### config.mk
export PLATFORM = sky130hd
export DESIGN_NAME = mul_norm_seq
export DESIGN_NICKNAME = d
export VERILOG_FILES = /design/src/rtl/mul_norm_seq.sv
export SDC_FILE = /design/constraint.sdc
export NUM_CORES = 1
export LEC_CHECK = 0
export ABC_AREA = 1
export BUFFER_PORTS_ARGS = -buffer_cell sky130_fd_sc_hd__buf_2
export CAP_MARGIN = 20
export CORE_MARGIN = 1.5
export CORE_UTILIZATION = 63
export CTS_BUF_LIST = sky130_fd_sc_hd__clkbuf_16
export CTS_CLUSTER_SIZE = 40
export DETAILED_ROUTE_END_ITERATION = 7
export GPL_TIMING_DRIVEN = 0
export PLACE_DENSITY_LB_ADDON = 0.3
export SLEW_MARGIN = 20
export SYNTH_ARGS = -nofsm -noshare
export SYNTH_HDL_FRONTEND = slang
export SYNTH_SLANG_ARGS = --single-unit
### constraint.sdc
create_clock -name clk -period 4.3 [get_ports clk]
set_input_delay 0.215 -clock clk [delete_from_list [all_inputs] [get_ports clk]]
set_output_delay 0.215 -clock clk [all_outputs]
set_load 0.005 [all_outputs]
### src/rtl/mul_norm_seq.sv
// Normalisation / subnormal-alignment sequencer for the FP multiplier back end.
// Shifts the raw product one bit per cycle instead of using a wide barrel shifter.
module mul_norm_seq #(
    parameter int EXPO_W = 8,
    parameter int MANT_W = 23,
    parameter int CNT_W  = 7,
    localparam int W     = 2*MANT_W + 2,
    localparam int EW    = EXPO_W + 2
) (
    input  logic              clk,
    input  logic              rst_n,
    input  logic              flush,
    input  logic              in_valid,
    output logic              in_ready,
    input  logic [EW-1:0]     expo_in,
    input  logic [W-1:0]      mant_in,
    output logic              out_valid,
    input  logic              out_ready,
    output logic [EW-1:0]     expo_out,
    output logic [W-1:0]      mant_out,
    output logic              underflow,
    output logic              sticky,
    output logic              busy,
    output logic [CNT_W-1:0]  shift_cnt
);

    typedef enum logic [2:0] {IDLE, CHECK, LSHIFT, RSHIFT, DONE} state_t;

    state_t             state, state_nxt;
    logic [EW-1:0]      e, e_nxt;
    logic [W-1:0]       m, m_nxt;
    logic               s, s_nxt;
    logic [CNT_W-1:0]   cnt, cnt_nxt, cnt_inc;
    logic               uf_nxt;
    logic               e_pos, e_one, m_zero, load_out;

    assign e_pos   = !e[EW-1] && (e != '0);
    assign e_one   = (e == EW'(1));
    assign m_zero  = (m == '0);
    assign cnt_inc = (cnt == '1) ? cnt : cnt + CNT_W'(1);

    always_comb begin
        state_nxt = state;
        e_nxt     = e;
        m_nxt     = m;
        s_nxt     = s;
        cnt_nxt   = cnt;
        uf_nxt    = 1'b0;
        case (state)
            IDLE: begin
                if (in_valid) begin
                    e_nxt     = expo_in;
                    m_nxt     = mant_in;
                    s_nxt     = 1'b0;
                    cnt_nxt   = '0;
                    state_nxt = CHECK;
                end
            end
            CHECK: begin
                if (m_zero) begin
                    e_nxt     = '0;
                    uf_nxt    = 1'b1;
                    state_nxt = DONE;
                end else if (m[W-1] && e_pos) begin
                    e_nxt     = e + EW'(1);
                    m_nxt     = m >> 1;
                    s_nxt     = m[0];
                    state_nxt = DONE;
                end else if (!e_pos) begin
                    state_nxt = RSHIFT;
                end else if (m[W-2]) begin
                    state_nxt = DONE;
                end else begin
                    state_nxt = LSHIFT;
                end
            end
            LSHIFT: begin
                if (m[W-2]) begin
                    state_nxt = DONE;
                end else if (e_one) begin
                    e_nxt     = '0;
                    uf_nxt    = 1'b1;
                    state_nxt = DONE;
                end else begin
                    m_nxt   = m << 1;
                    e_nxt   = e - EW'(1);
                    cnt_nxt = cnt_inc;
                    // the shift that lands the leading one finishes without an extra check cycle
                    if (m[W-3]) state_nxt = DONE;
                end
            end
            RSHIFT: begin
                if (e_one || m_zero) begin
                    e_nxt     = '0;
                    uf_nxt    = 1'b1;
                    state_nxt = DONE;
                end else begin
                    s_nxt   = s | m[0];
                    m_nxt   = m >> 1;
                    e_nxt   = e + EW'(1);
                    cnt_nxt = cnt_inc;
                end
            end
            DONE: begin
                if (out_ready) state_nxt = IDLE;
            end
            default: state_nxt = IDLE;
        endcase
        if (flush) state_nxt = IDLE;
    end

    assign load_out = (state != DONE) && (state_nxt == DONE);

    always_ff @(posedge clk or negedge rst_n) begin
        if (!rst_n) begin
            state     <= IDLE;
            e         <= '0;
            m         <= '0;
            s         <= 1'b0;
            cnt       <= '0;
            expo_out  <= '0;
            mant_out  <= '0;
            underflow <= 1'b0;
            sticky    <= 1'b0;
        end else begin
            state <= state_nxt;
            e     <= e_nxt;
            m     <= m_nxt;
            s     <= s_nxt;
            cnt   <= cnt_nxt;
            if (load_out) begin
                expo_out  <= e_nxt;
                mant_out  <= m_nxt;
                underflow <= uf_nxt;
                sticky    <= s_nxt;
            end
        end
    end

    assign in_ready  = (state == IDLE);
    assign out_valid = (state == DONE);
    assign busy      = (state != IDLE);
    assign shift_cnt = cnt;

endmodule

==> results.txt, run 1 <==
The detailed placement HPWL is 22.18 mm. The leakage dissipation came out at 5.726 nW. The buffer levels on the longest clock path is 2. Summed over all nets, the switching power comes to 0.003957 W. After synthesis, flip-flops and latches occupy 37.35% of the total area. Input and output buffers added on the ports amount to 131. The clock sink total is 129. The cell taking the most area after synthesis is sky130_fd_sc_hd__dfrtp_1.

Broken down by cell family, the worst path's largest delay share belongs to buffers and inverters. For this run, the detailed router's first-pass iteration total came to 7. The maximum number of pins on one net before global-route repair is 68. After detailed placement, the design holds a cell count of 1669. The worst hold slack after final layout is 125.5 ps. The remaining design rule violation count came out at 0. The run finished with clean final reports.

In the final layout, the share of cells above drive strength 1 is 14.54%. The final setup TNS came out at 0 ps. The highest clock rate is 0.3399 GHz.

Setup repair after global routing left no endpoint under its margin. The maximum fanout encountered on the critical timing path came out at 10. Across the routed clock network, the largest skew measured is 12.08 ps. The total power after layout is 0.007713 W. The part of the cycle the worst path needs is 68.42%. The total clock buffers created by CTS came out at 17. The overall global routing resource usage came out at 47.81%.

Of the total power, registers draw 31.2%. The transition at the pin with the smallest max-transition slack is 754.5 ps. The diode insertion count for antenna repair is 0. At the end of routability-driven placement, the weighted congestion stood at 1.065. The global-route wire length before repair came out at 52.47 mm. STA classifies the critical path startpoint as a flop. The number of antenna violations at the first check in global routing came out at 2. The finished layout holds 1703 standard cells, fillers aside. The routed length per instance came out at 19.70 um. The die outline width is 120.1 um. The initial core utilization is 65.01%. The number of core rows is 42. The cell depth of the worst setup path is 8. In this run the clock root is driven by a sky130_fd_sc_hd__clkbuf_16. The final layout contains 1582 nets. The delay contributed by the slowest stage of the critical path is 600 ps. The synthesis-to-layout area growth is 17.59%.

The smallest clock period supported by the final layout is computed as 2942 ps. By startpoint and endpoint, the worst setup path is classified as reg2reg. Of the post-synthesis cell area, the dominant cell type holds 37.35%. The area enclosed by the die boundary came out at 14430 um2. Power spread over the standard cell area amounts to 758.9 nW/um2. The aggregate global routing overflow came out at 0. The post-route cell area came out at 10160 um2. The worst-skew pair later-pin latency came out at 450 ps. The hold violation total from the final report came out at 0. Synthesis inferred 129 register bits. The worst hold path passes through 5 cells. The part of the power in combinational logic is 49.6%.

The number of max-cap violations is 0. The worst-case vdd ir drop is 515.4 uV. For this run, the leading register cell type out of synthesis is sky130_fd_sc_hd__dfrtp_1. After clock tree synthesis, the clock-pin slew on the worst setup and hold paths is 70 ps. The tightest slew margin relative to the limit came out at 49.70%. The number of different library cells used by synthesis comes to 33. The starting DRC count in detailed routing is 1832. The number of enable flip-flop cells after synthesis is 0. The critical path data arrival time came out at 3240 ps. Of all flip-flops after synthesis, the portion carrying an async set or reset was 100.0%. The number of setup violations in the final report came out at 0. STA classifies the critical path endpoint as a flop.

The mean cell area of the mapped netlist came out at 6.351 um2. CTS built an H-tree with a depth of 4. The die is 120.1 um tall. The switching power as a share of total power came out at 51.29%. The Yosys warning count came out at 0. The number of top-level pins is 133.

The placeable core region came out at 13300 um2. The cell area after synthesis is 8643 um2. The library cell contributing the largest single delay on the critical path is sky130_fd_sc_hd__clkbuf_1. Traced cell by cell, the critical path runs through buf_2, inv_2, nand2_1, clkbuf_1, clkbuf_1, o21ai_0, nor2_1, o21ai_0.

The instance area at placement came out at 9553 um2. Using the TritonRoute via totals, the vias-per-cell ratio works out to 6.125. Yosys attributes the largest share of cell area to sky130_fd_sc_hd__dfrtp_1 (37%), sky130_fd_sc_hd__nand2_1 (24%), sky130_fd_sc_hd__nor2_1 (6.8%).

In the synthesized netlist, the number of instances is 1361. The share of total power dissipated in the clock network is 19.2%. The class of the worst hold path is in2reg. The number of pins with negative max-slew slack in the final report is 0.

In this run the remaining antenna-violating nets after routing total 0. The worst reg-to-reg path cell count is 8. The number of nets handed over by synthesis was 1429. Data on the critical path is required at its endpoint by 4600 ps.

The number of global-route vias before repair came out at 9819. Together, buffers and inverters on the worst path number 4. Wires add up to 33.55 mm. The TritonCTS clock tree is yes. The internal cell power is 0.003757 W. The total vias in the final route came out at 10430.
## per-layer routing
layer | part of all wire [%] | vias to the layer above | global-route usage [%]
met2 | 43 | 943 | 70.21
met1 | 36 | 4629 | 63.47
li1 | - | 4624 | -
met4 | 5.6 | 2 | 25.45
met3 | 16 | 233 | 14.50
met5 | 0.039 | - | 0
## cell families (layout without fill, tap and decap cells)
group | Yosys count | in the layout | share of synthesized area, %
adder cells (fa/ha/maj) | 5 | 5 | 0.7238
XOR/XNOR | 10 | 10 | 1.013
AND/OR/NAND/NOR | 866 | 866 | 41.40
buffers and inverters | 219 | 385 | 10.44
flip-flops | 129 | 129 | 37.35
AO/OA/AOI/OAI | 132 | 132 | 9.077
## path summary, 6_finish.rpt
kind	to	slack, ps	start
min in group asynchronous	e[4]	320	rst_n
setup reg to reg	underflow	1360	state[2]
hold / removal	e[7]	130	expo_in[7]
max in group asynchronous	mant_out[41]	3220	rst_n
hold reg to reg	mant_out[47]	480	mant_out[47]
setup / recovery	underflow	1360	state[2]
## cell type report
type / count / area, um2
fill: 1028 / 3132
timing repair buffer: 134 / 709.4
tap: 176 / 220.2
clock inverter: 15 / 165.2
clock buffer: 17 / 425.4
multi-input combinational: 1013 / 4513
buffer: 73 / 354.1
inverter: 146 / 548.0
sequential: 129 / 3228
## stage by stage
| step | util (%) | setup slack [ps] |
|---|---|---|
| after floorplan | - | 2349 |
| after CTS | 76.44 | 1553 |
| final | 76.44 | 1358 |
| after detailed placement | 71.85 | 1592 |
| after global routing | 76.44 | 1294 |
| after global placement | 71.60 | 1375 |
## layout by cell type (no fill, tap or decap), types with 2 or more instances in the layout
cell type                       Yosys  routed
sky130_fd_sc_hd__a22oi_1           43      43
sky130_fd_sc_hd__clkinv_4           0       2
sky130_fd_sc_hd__o21ai_0           61      61
sky130_fd_sc_hd__inv_8              0       4
sky130_fd_sc_hd__inv_2              6       6
sky130_fd_sc_hd__ha_1               5       5
sky130_fd_sc_hd__or2_2              3       3
sky130_fd_sc_hd__nand2_1          545     545
sky130_fd_sc_hd__buf_1              8       8
sky130_fd_sc_hd__buf_2             30     160
sky130_fd_sc_hd__inv_1            114     114
sky130_fd_sc_hd__clkinv_1          26      26
sky130_fd_sc_hd__xor2_1             9       9
sky130_fd_sc_hd__o21ai_1           10      10
sky130_fd_sc_hd__inv_6              0       5
sky130_fd_sc_hd__o211ai_1           2       2
sky130_fd_sc_hd__buf_6              3       4
sky130_fd_sc_hd__dlygate4sd3_1      0       2
sky130_fd_sc_hd__dfrtp_1          129     129
sky130_fd_sc_hd__nor3_1             4       4
sky130_fd_sc_hd__nand3_2            3       3
sky130_fd_sc_hd__nand3_1           84      84
sky130_fd_sc_hd__nor2_1           157     157
sky130_fd_sc_hd__nor2_2             3       3
sky130_fd_sc_hd__a21oi_1           12      12
sky130_fd_sc_hd__clkbuf_16          0      17
sky130_fd_sc_hd__buf_4              5       5
sky130_fd_sc_hd__nand2_2            2       2
sky130_fd_sc_hd__clkbuf_1          26      26
sky130_fd_sc_hd__nand4_1           63      63
## synthesized netlist by cell type (3+ instances only)
cell and number:
sky130_fd_sc_hd__a21oi_1 12, sky130_fd_sc_hd__a22oi_1 43, sky130_fd_sc_hd__buf_1 8, sky130_fd_sc_hd__buf_2 30, sky130_fd_sc_hd__buf_4 5, sky130_fd_sc_hd__buf_6 3
sky130_fd_sc_hd__clkbuf_1 26, sky130_fd_sc_hd__clkinv_1 26, sky130_fd_sc_hd__dfrtp_1 129, sky130_fd_sc_hd__ha_1 5, sky130_fd_sc_hd__inv_1 114, sky130_fd_sc_hd__inv_2 6
sky130_fd_sc_hd__nand2_1 545, sky130_fd_sc_hd__nand3_1 84, sky130_fd_sc_hd__nand3_2 3, sky130_fd_sc_hd__nand4_1 63, sky130_fd_sc_hd__nor2_1 157, sky130_fd_sc_hd__nor2_2 3
sky130_fd_sc_hd__nor3_1 4, sky130_fd_sc_hd__o21ai_0 61, sky130_fd_sc_hd__o21ai_1 10, sky130_fd_sc_hd__or2_2 3, sky130_fd_sc_hd__xor2_1 9
## flip-flops by register name, indices dropped and copies added, names as in the netlist
signal     cells
m             48
shift_cnt      7
sticky         1
e             10
underflow      1
s              1
expo_out      10
mant_out      48
state          3
## tightest hold or removal path, cell delays in order
cell and delay [ps]:
sky130_fd_sc_hd__buf_2 80, sky130_fd_sc_hd__nand2_1 50, sky130_fd_sc_hd__o21ai_0 60, sky130_fd_sc_hd__nor2_1 50, sky130_fd_sc_hd__nand3_1 80
## repair_timing
action / in CTS / in global routing
hold endpoints to repair: 63 / 0
setup endpoints to repair: 0 / 0
gates resized for setup: 0 / 0
setup buffers: 0 / 0
hold buffers: 2 / 0
## power by group through the flow
stage          clock, W  sequential [W]  combinational, W
5_1_grt         0.00153         0.00245           0.00419
3_3_place_gp          0         0.00235           0.00345
4_1_cts         0.00147         0.00235           0.00365
3_5_place_dp          0         0.00236           0.00357
6_report        0.00148         0.00240           0.00383
2_1_floorplan         0         0.00220           0.00239
Power figures use the tool's default switching activity.
==> run 2, diff against run 1 <==
--- a/config.mk
+++ b/config.mk
@@ -5,11 +5,11 @@
 export SDC_FILE = /design/constraint.sdc
 export NUM_CORES = 1
 export LEC_CHECK = 0
-export ABC_AREA = 1
+export ABC_AREA = 0
 export BUFFER_PORTS_ARGS = -buffer_cell sky130_fd_sc_hd__buf_2
 export CAP_MARGIN = 20
 export CORE_MARGIN = 1.5
-export CORE_UTILIZATION = 63
+export CORE_UTILIZATION = 50
 export CTS_BUF_LIST = sky130_fd_sc_hd__clkbuf_16
 export CTS_CLUSTER_SIZE = 40
 export DETAILED_ROUTE_END_ITERATION = 7
==> constraint.sdc (replaced) <==
create_clock -name clk -period 2.6 [get_ports clk]
set_input_delay 0.13 -clock clk [delete_from_list [all_inputs] [get_ports clk]]
set_output_delay 0.13 -clock clk [all_outputs]
set_load 0.005 [all_outputs]
==> results.txt, run 2 <==
The flow ran to the end, but the final reports show violations. The checks that failed: negative setup slack. The power per standard cell area came out at 1247 nW/um2. Setup repair after global routing could not meet its margin everywhere. The cell depth of the worst setup path is 7. The count of nets left with antenna violations once routing finished came out at 0. The clock tree skew after final layout is 8.301 ps. Across all hold checks on the routed design, the worst slack comes to 0.3768 ps. The worst-case vdd ir drop is 679.1 uV.

The aggregate global routing overflow came out at 0. The library cell contributing the largest single delay on the critical path is sky130_fd_sc_hd__or4_4. The die outline width came out at 118.3 um. The final RePlAce weighted congestion is 0.9509.

By area the synthesized netlist is led by sky130_fd_sc_hd__dfrtp_1 (49%), sky130_fd_sc_hd__a222oi_1 (6.9%), sky130_fd_sc_hd__a31oi_1 (5.5%). The endpoint of the most critical register-to-register path is expo_out[7]. For the worst-skew pair, the clock arrives at the later sink with an insertion delay of 440 ps. The clock sink total came out at 129. The total power after layout is 0.01195 W.

The remaining design rule violation count came out at 0. The category of the worst setup path launch point is a flop. The level count of the clock H-tree came out at 4. The first global-routing pass estimated 38.90 mm of wire. The net count of the finished layout is 995.

The wire length after detailed routing came out at 26.69 mm. The area enclosed by the die boundary came out at 14000 um2. The overall global routing resource usage came out at 35.89%. The hold violation total from the final report is 0. The routed design could run at a clock period as short as 2665 ps. The share of the Yosys chip area taken by registers is 48.55%.

The number of antenna violations at the first check in global routing came out at 0. The filler-free cell count of the finished design is 1111. The number of max-cap violations came out at 0. The most common cell after layout, fill and taps aside is sky130_fd_sc_hd__buf_2. The worst reg-to-reg path cell count is 7. The final worst setup slack came out at -65.06 ps.

The diode insertion count for antenna repair came out at 0. The number of global-route vias before repair is 7307. The number of pins with negative max-slew slack in the final report came out at 0.

The maximum number of pins on one net before global-route repair is 104. The mean cell area of the mapped netlist is 9.636 um2. For this run, the leading register cell type out of synthesis is sky130_fd_sc_hd__dfrtp_1. The total vias in the final route is 7718. The number of nets handed over by synthesis was 758.

The largest registers in the layout are m: 48 flops, mant_out: 48 flops. The share of cells above drive strength 1 came out at 34.19%. After synthesis the cells add up to 6649 um2.

The number of setup violations in the final report came out at 7. The maximum fanout encountered on the critical timing path is 4. The number of core rows is 41. The worst reg-to-reg setup slack came out at -70 ps. The critical path goes through nor4_4, nand4_1, or4_4, clkbuf_16, a41o_1, a211o_1, mux2_4.

In this run, synthesis inferred 0 flip-flops with an integrated enable. The die is 118.3 um tall. The fraction of the core area covered by cells at the end of the flow came out at 74.99%. The share of flip-flops with an asynchronous set or reset after synthesis came out at 100.0%. The critical path is of the reg2reg type. The post-synthesis sequential element count is 129.

The worst setup path is captured at a flop. The detailed placement HPWL came out at 16.54 mm. The tree is rooted in a sky130_fd_sc_hd__clkbuf_16.

The total of buffers placed on input and output ports came out at 131. Based on the critical path, the design can be clocked at up to 0.3752 GHz. The part of the cycle the worst path needs is 102.5%. At the worst endpoint, the arrival time is 2980 ps. The placeable core region is 12770 um2.

The area share of the largest cell type after synthesis came out at 48.55%. In the post-synthesis netlist, the cell with the most instances is sky130_fd_sc_hd__dfrtp_1. The analysis attributes to cell leakage a power of 4.275 nW. The largest single stage delay on the critical path is 620 ps. The critical path ends at expo_out[7]. In this run, CTS created clock tree buffers numbering 17.

After synthesis, the most frequently instantiated cells are sky130_fd_sc_hd__dfrtp_1 (129), sky130_fd_sc_hd__nand2_1 (77), sky130_fd_sc_hd__a21oi_1 (69), sky130_fd_sc_hd__a31oi_1 (58), sky130_fd_sc_hd__o21ai_0 (57). The cell class contributing the biggest share of worst-path delay is simple AND/OR/NAND/NOR gates. The clock-pin slew of the registers on the worst-case setup and hold paths is 60 ps. The min-delay analysis places its worst path in the category in2reg.

The tightest slew margin relative to the limit is 50.14%. Compared with the post-synthesis result, the final layout area differs by 44.07%. TritonCTS built the clock tree. The number of top-level pins is 133. The worst slack at placement came out at -904.4 ps. The Yosys warning count came out at 0. At the worst endpoint, the required time is 2920 ps. Counting tap cells, the placed design contains a total of 994 instances. The worst register-to-register path begins at m[12]. The count of cell types in the netlist came out at 65. The library cells used most frequently in the layout, excluding fill and tap cells, are sky130_fd_sc_hd__buf_2 (134), sky130_fd_sc_hd__dfrtp_1 (121), sky130_fd_sc_hd__nand2_1 (77). After technology mapping, the gate count stands at 690. The worst path buffer plus inverter count came out at 1.

Of all cell types, the one taking the most synthesized area is sky130_fd_sc_hd__dfrtp_1. The initial core utilization came out at 52.05%. The first detailed-routing pass took 7 iterations. The routed length per instance is 24.02 um. The starting DRC count in detailed routing came out at 1235.

The buffer levels on the longest clock path is 2. The timing startpoint of the critical path is m[12]. For the pin with the worst max-slew slack, the measured transition is 747.9 ps. The number of vias per cell came out at 6.947.
## run 2: cell types whose count changed after synthesis, sizes merged, moves of 58 or more
cell	change
nand2	-470
nand4	-58
inv	-108
nor2	-142
nand3	-73
a31oi	+59
## run 2: timing repair
item	in CTS	in global routing
gates resized for setup	84	106
gates cloned	0	6
endpoints found under the hold margin	168	0
hold buffers	38	0
setup endpoints to repair	124	111
buffers inserted	20	25
pin swaps	22	34
## run 2: cell type report
| type | instances | area, um2 |
|---|---|---|
| buffer | 57 | 452.9 |
| clock buffer | 17 | 425.4 |
| clock inverter | 14 | 171.4 |
| fill | 864 | 3194 |
| inverter | 12 | 45.04 |
| multi-input combinational | 489 | 3463 |
| sequential | 129 | 3238 |
| tap | 172 | 215.2 |
| timing repair buffer | 221 | 1568 |
## run 2: logic make-up (layout without fill, tap and decap cells)
family          after synthesis  after routing  share of synthesized area (%)
flops                       129            129                          48.55
simple gates                183            183                          14.02
xor+xnor                      5              5                         0.6588
buf+inv                      72            321                          4.742
mux                          12             12                          2.202
fa+ha+maj                     5              5                         0.9409
compound gates              284            284                          28.89
## run 2: worst min-delay path: stages
cell and delay, ps:
sky130_fd_sc_hd__buf_2 80, sky130_fd_sc_hd__a222oi_1 100, sky130_fd_sc_hd__nand2_1 90
## run 2: how the worst min path moves through the flow
| stage | from | end | slack, ps | depth (start not counted) |
|---|---|---|---|---|
| 3_5_place_dp | rst_n | shift_cnt[3] | -9 | 1 |
| 6_report | mant_in[22] | m[22] | 0.4 | 3 |
| 3_3_place_gp | expo_in[0] | e[0] | 360 | 3 |
| 4_1_cts | mant_in[38] | m[38] | 0.5 | 3 |
| 5_1_grt | mant_in[22] | m[22] | 10 | 3 |
| 2_1_floorplan | rst_n | e[0] | -170 | 0 |
## run 2: per-layer routing
layer / wire length, um / GRT usage, %
met4: 1785 / 20.73
met1: 9477 / 45.17
met5: 0 / 0
met2: 12140 / 57.16
met3: 3282 / 7.722
## run 2: report_power, final
group	switching (W)	leakage, nW	total, W	internal, W
logic	0.00308	2.42	0.00547	0.00239
registers	0.00103	1.55	0.00399	0.00295
clock network	0.000912	0.296	0.00249	0.00158
total	0.00502	4.28	0.0119	0.00693
## run 2: per-stage QoR
step	area (um2)	TNS, ps
after floorplan	6649	0
after global placement	7520	-102340
after detailed placement	7557	-79720
after CTS	9020	-17.40
after global routing	9579	-989.5
final	9579	-228.8
==> run 3, diff against run 2 <==
--- a/config.mk
+++ b/config.mk
@@ -15,6 +15,7 @@
 export DETAILED_ROUTE_END_ITERATION = 7
 export GPL_TIMING_DRIVEN = 0
 export PLACE_DENSITY_LB_ADDON = 0.3
+export SETUP_SLACK_MARGIN = 0.2
 export SLEW_MARGIN = 20
 export SYNTH_ARGS = -nofsm -noshare
 export SYNTH_HDL_FRONTEND = slang
==> results.txt, run 3 (same netlist as run 2, synthesis figures left out) <==
Setup repair after global routing could not meet its margin everywhere. The top cell types in the final layout, fill and taps aside, are sky130_fd_sc_hd__buf_2 (132), sky130_fd_sc_hd__dfrtp_1 (122), sky130_fd_sc_hd__nand2_1 (73). The maximum fanout encountered on the critical timing path is 7. The final worst setup slack is -405.5 ps. Once layout is complete, the utilization of the core stands at 80.84%. Once detail routing completed, the nets flagged for antenna violations numbered 0. The synthesis-to-layout area growth is 55.31%. The number of top-level pins is 133. The iteration count of the initial detailed-routing pass is 8. The placeable core region is 12770 um2.

The total vias in the final route came out at 8361. The switching power summed over all nets is 0.005725 W. The number of global-route vias before repair was 7800. The largest registers in the layout are m: 48 flops, mant_out: 48 flops.

The type of destination of the critical path is a flop. The highest clock rate came out at 0.3327 GHz. The number of max-cap violations came out at 0. Across every metal layer, demand over resource in global routing totals 39.56%.

The critical path data arrival time came out at 3280 ps. The hold-critical path depth came out at 3. The most common cell after layout, fill and taps aside is sky130_fd_sc_hd__buf_2. Of the available clock period, the critical path in the final layout requires 115.6%. The post-layout minimum cycle time is 3006 ps. In this run the critical register-to-register path is captured at mant_out[6].

The total of buffers placed on input and output ports came out at 131. The critical path data required time is 2870 ps. The wire length after detailed routing is 31.75 mm. The hold violation total from the final report is 0. The clock tree skew after final layout is 9.665 ps.

Using the TritonRoute via totals, the vias-per-cell ratio works out to 7.315. In this run switching power makes up 45.15% of total power. The maximum number of pins on one net before global-route repair came out at 102.

Of the cells placed in the final design, the portion with a size suffix greater than 1 is 39.75%. The number of pins with negative max-slew slack in the final report came to 0. The starting DRC count in detailed routing is 1942. The TritonCTS clock tree is yes. The fraction of power consumed by the clock network is 16.8%. The aggregate global routing overflow came out at 0. The remaining design rule violation count came out at 19. No sink is reached through more buffers than the 2 on the longest clock path. The leakage dissipation came out at 4.510 nW. STA classifies the critical path startpoint as a flop. The number of antenna violations at the first check in global routing is 0. The kind of critical path is reg2reg. 0 antenna diodes ended up in the layout. The startpoint identified for the worst hold timing path is mant_in[38]. The tightest slew margin relative to the limit is 21.13%. The number of setup violations in the final report is 122. The transition at the pin with the smallest max-transition slack is 1179 ps.

The root buffer cell chosen for the clock tree is sky130_fd_sc_hd__clkbuf_16. The clock sink total is 129. The min-delay analysis places its worst path in the category in2reg. The capture endpoint of the worst hold path is m[38]. The level count of the clock H-tree came out at 4.

Summing internal, switching and leakage power gives 0.01268 W. In this run the critical register-to-register path is launched from m[12]. The y dimension of the die is 118.3 um. Detailed placement ended at an HPWL of 16.63 mm. The power per standard cell area came out at 1228 nW/um2.

The clock-pin slew of the registers on the worst-case setup and hold paths is 60 ps. The final RePlAce weighted congestion came out at 0.9409. The first global-routing pass estimated 42.69 mm of wire. The die outline width came out at 118.3 um. Dividing the detail-routed wire length by the instance count gives 27.77 um. The worst reg-to-reg path cell count is 8. The initial utilization of the core area, before any placement, comes to 52.05%. The proportion of power drawn by flip-flops and latches came out at 31.6%. The checks that failed: design-rule violations, negative setup slack. The worst reg-to-reg setup slack came out at -410 ps. The total clock buffers created by CTS came out at 17.

Combinational cells account for 51.6% of the total power. The worst-skew pair later-pin latency is 440 ps. The fill cell instance count of the final layout came out at 701.

The net count of the finished layout is 1026. The flow ran to the end, but the final reports show violations. The initialized floorplan defines 41 standard-cell rows. The internal power of the cells totals 0.006954 W.

VDD sags by at most 732.7 uV. The die covers 14000 um2.
[run 3: cell count changes in the layout (fill, tap and decap cells not counted), moves of 6 or more]
cell,delta
sky130_fd_sc_hd__clkbuf_8,+6
sky130_fd_sc_hd__buf_8,+10
sky130_fd_sc_hd__o21ai_1,+8
sky130_fd_sc_hd__o21ai_2,+11
sky130_fd_sc_hd__buf_6,+15
sky130_fd_sc_hd__o21ai_0,-19
[run 3: cell type report]
class | instances | area [um2] | area share [%]
Buffer | 60 | 644.4 | 6.240
Clock buffer | 17 | 425.4 | 4.120
Clock inverter | 15 | 81.33 | 0.7876
Inverter | 12 | 45.04 | 0.4362
Multi-Input combinational cell | 490 | 3784 | 36.64
Sequential cell | 129 | 3237 | 31.35
Tap cell | 172 | 215.2 | 2.084
Timing Repair Buffer | 248 | 1894 | 18.34
[run 3: worst max-delay path: stages, from the launching register on]
cell and delay (ps):
sky130_fd_sc_hd__dfrtp_1 560, sky130_fd_sc_hd__nor4_2 340, sky130_fd_sc_hd__nand4_1 240, sky130_fd_sc_hd__nor4_4 450, sky130_fd_sc_hd__buf_4 220, sky130_fd_sc_hd__nor2_4 90
sky130_fd_sc_hd__clkbuf_8 190, sky130_fd_sc_hd__a222oi_1 530, sky130_fd_sc_hd__a31oi_1 210
[run 3: worst max path at each step]
stage,startpoint,to,slack [ps],cells past startpoint
finish,m[12],mant_out[6],-410,8
global route,m[12],mant_out[6],-400,8
CTS,m[17],expo_out[7],-0.8,7
detailed placement,m[34],mant_out[21],-970,7
global placement,m[34],e[9],-940,7
floorplan,e[4],expo_out[2],70,10
[run 3: through the flow]
| step | hold slack (ps) | TNS (ps) | area [um2] | instances | worst slack, ps |
|---|---|---|---|---|---|
| global route | 10.52 | -22910 | 10330 | 1143 | -399.6 |
| finish | 13.74 | -21090 | 10330 | 1143 | -405.5 |
| floorplan | -165.6 | 0 | 6651 | 690 | 73.14 |
| global placement | 364.7 | -113470 | 7522 | 993 | -937.8 |
| CTS | 0.3728 | -0.8269 | 9667 | 1117 | -0.8269 |
| detailed placement | -0.1850 | -85770 | 7560 | 994 | -971.4 |
[run 3: routing by layer]
layer	wire length (um)	track usage, %	vias to the layer above
li1	-	-	3227
met1	10450	48.42	3891
met2	13670	62.10	915
met3	4592	11.63	328
met4	3042	23.17	0
met5	0	0	-
[run 3: what timing repair did]
item	in CTS	in global routing
gates resized for setup	188	105
cloned	8	4
pin swaps	65	93
hold endpoints to repair	167	0
buffers inserted	44	22
setup endpoints to repair	128	128
hold buffers	39	0
[run 3: power groups by stage]
stage	logic [W]	clock network (W)	registers, W
after detailed placement	0.00420	0	0.00378
after global routing	0.00681	0.00220	0.00405
after floorplan	0.00267	0	0.00358
final	0.00654	0.00213	0.00400
after global placement	0.00411	0	0.00376
after CTS	0.00531	0.00210	0.00384
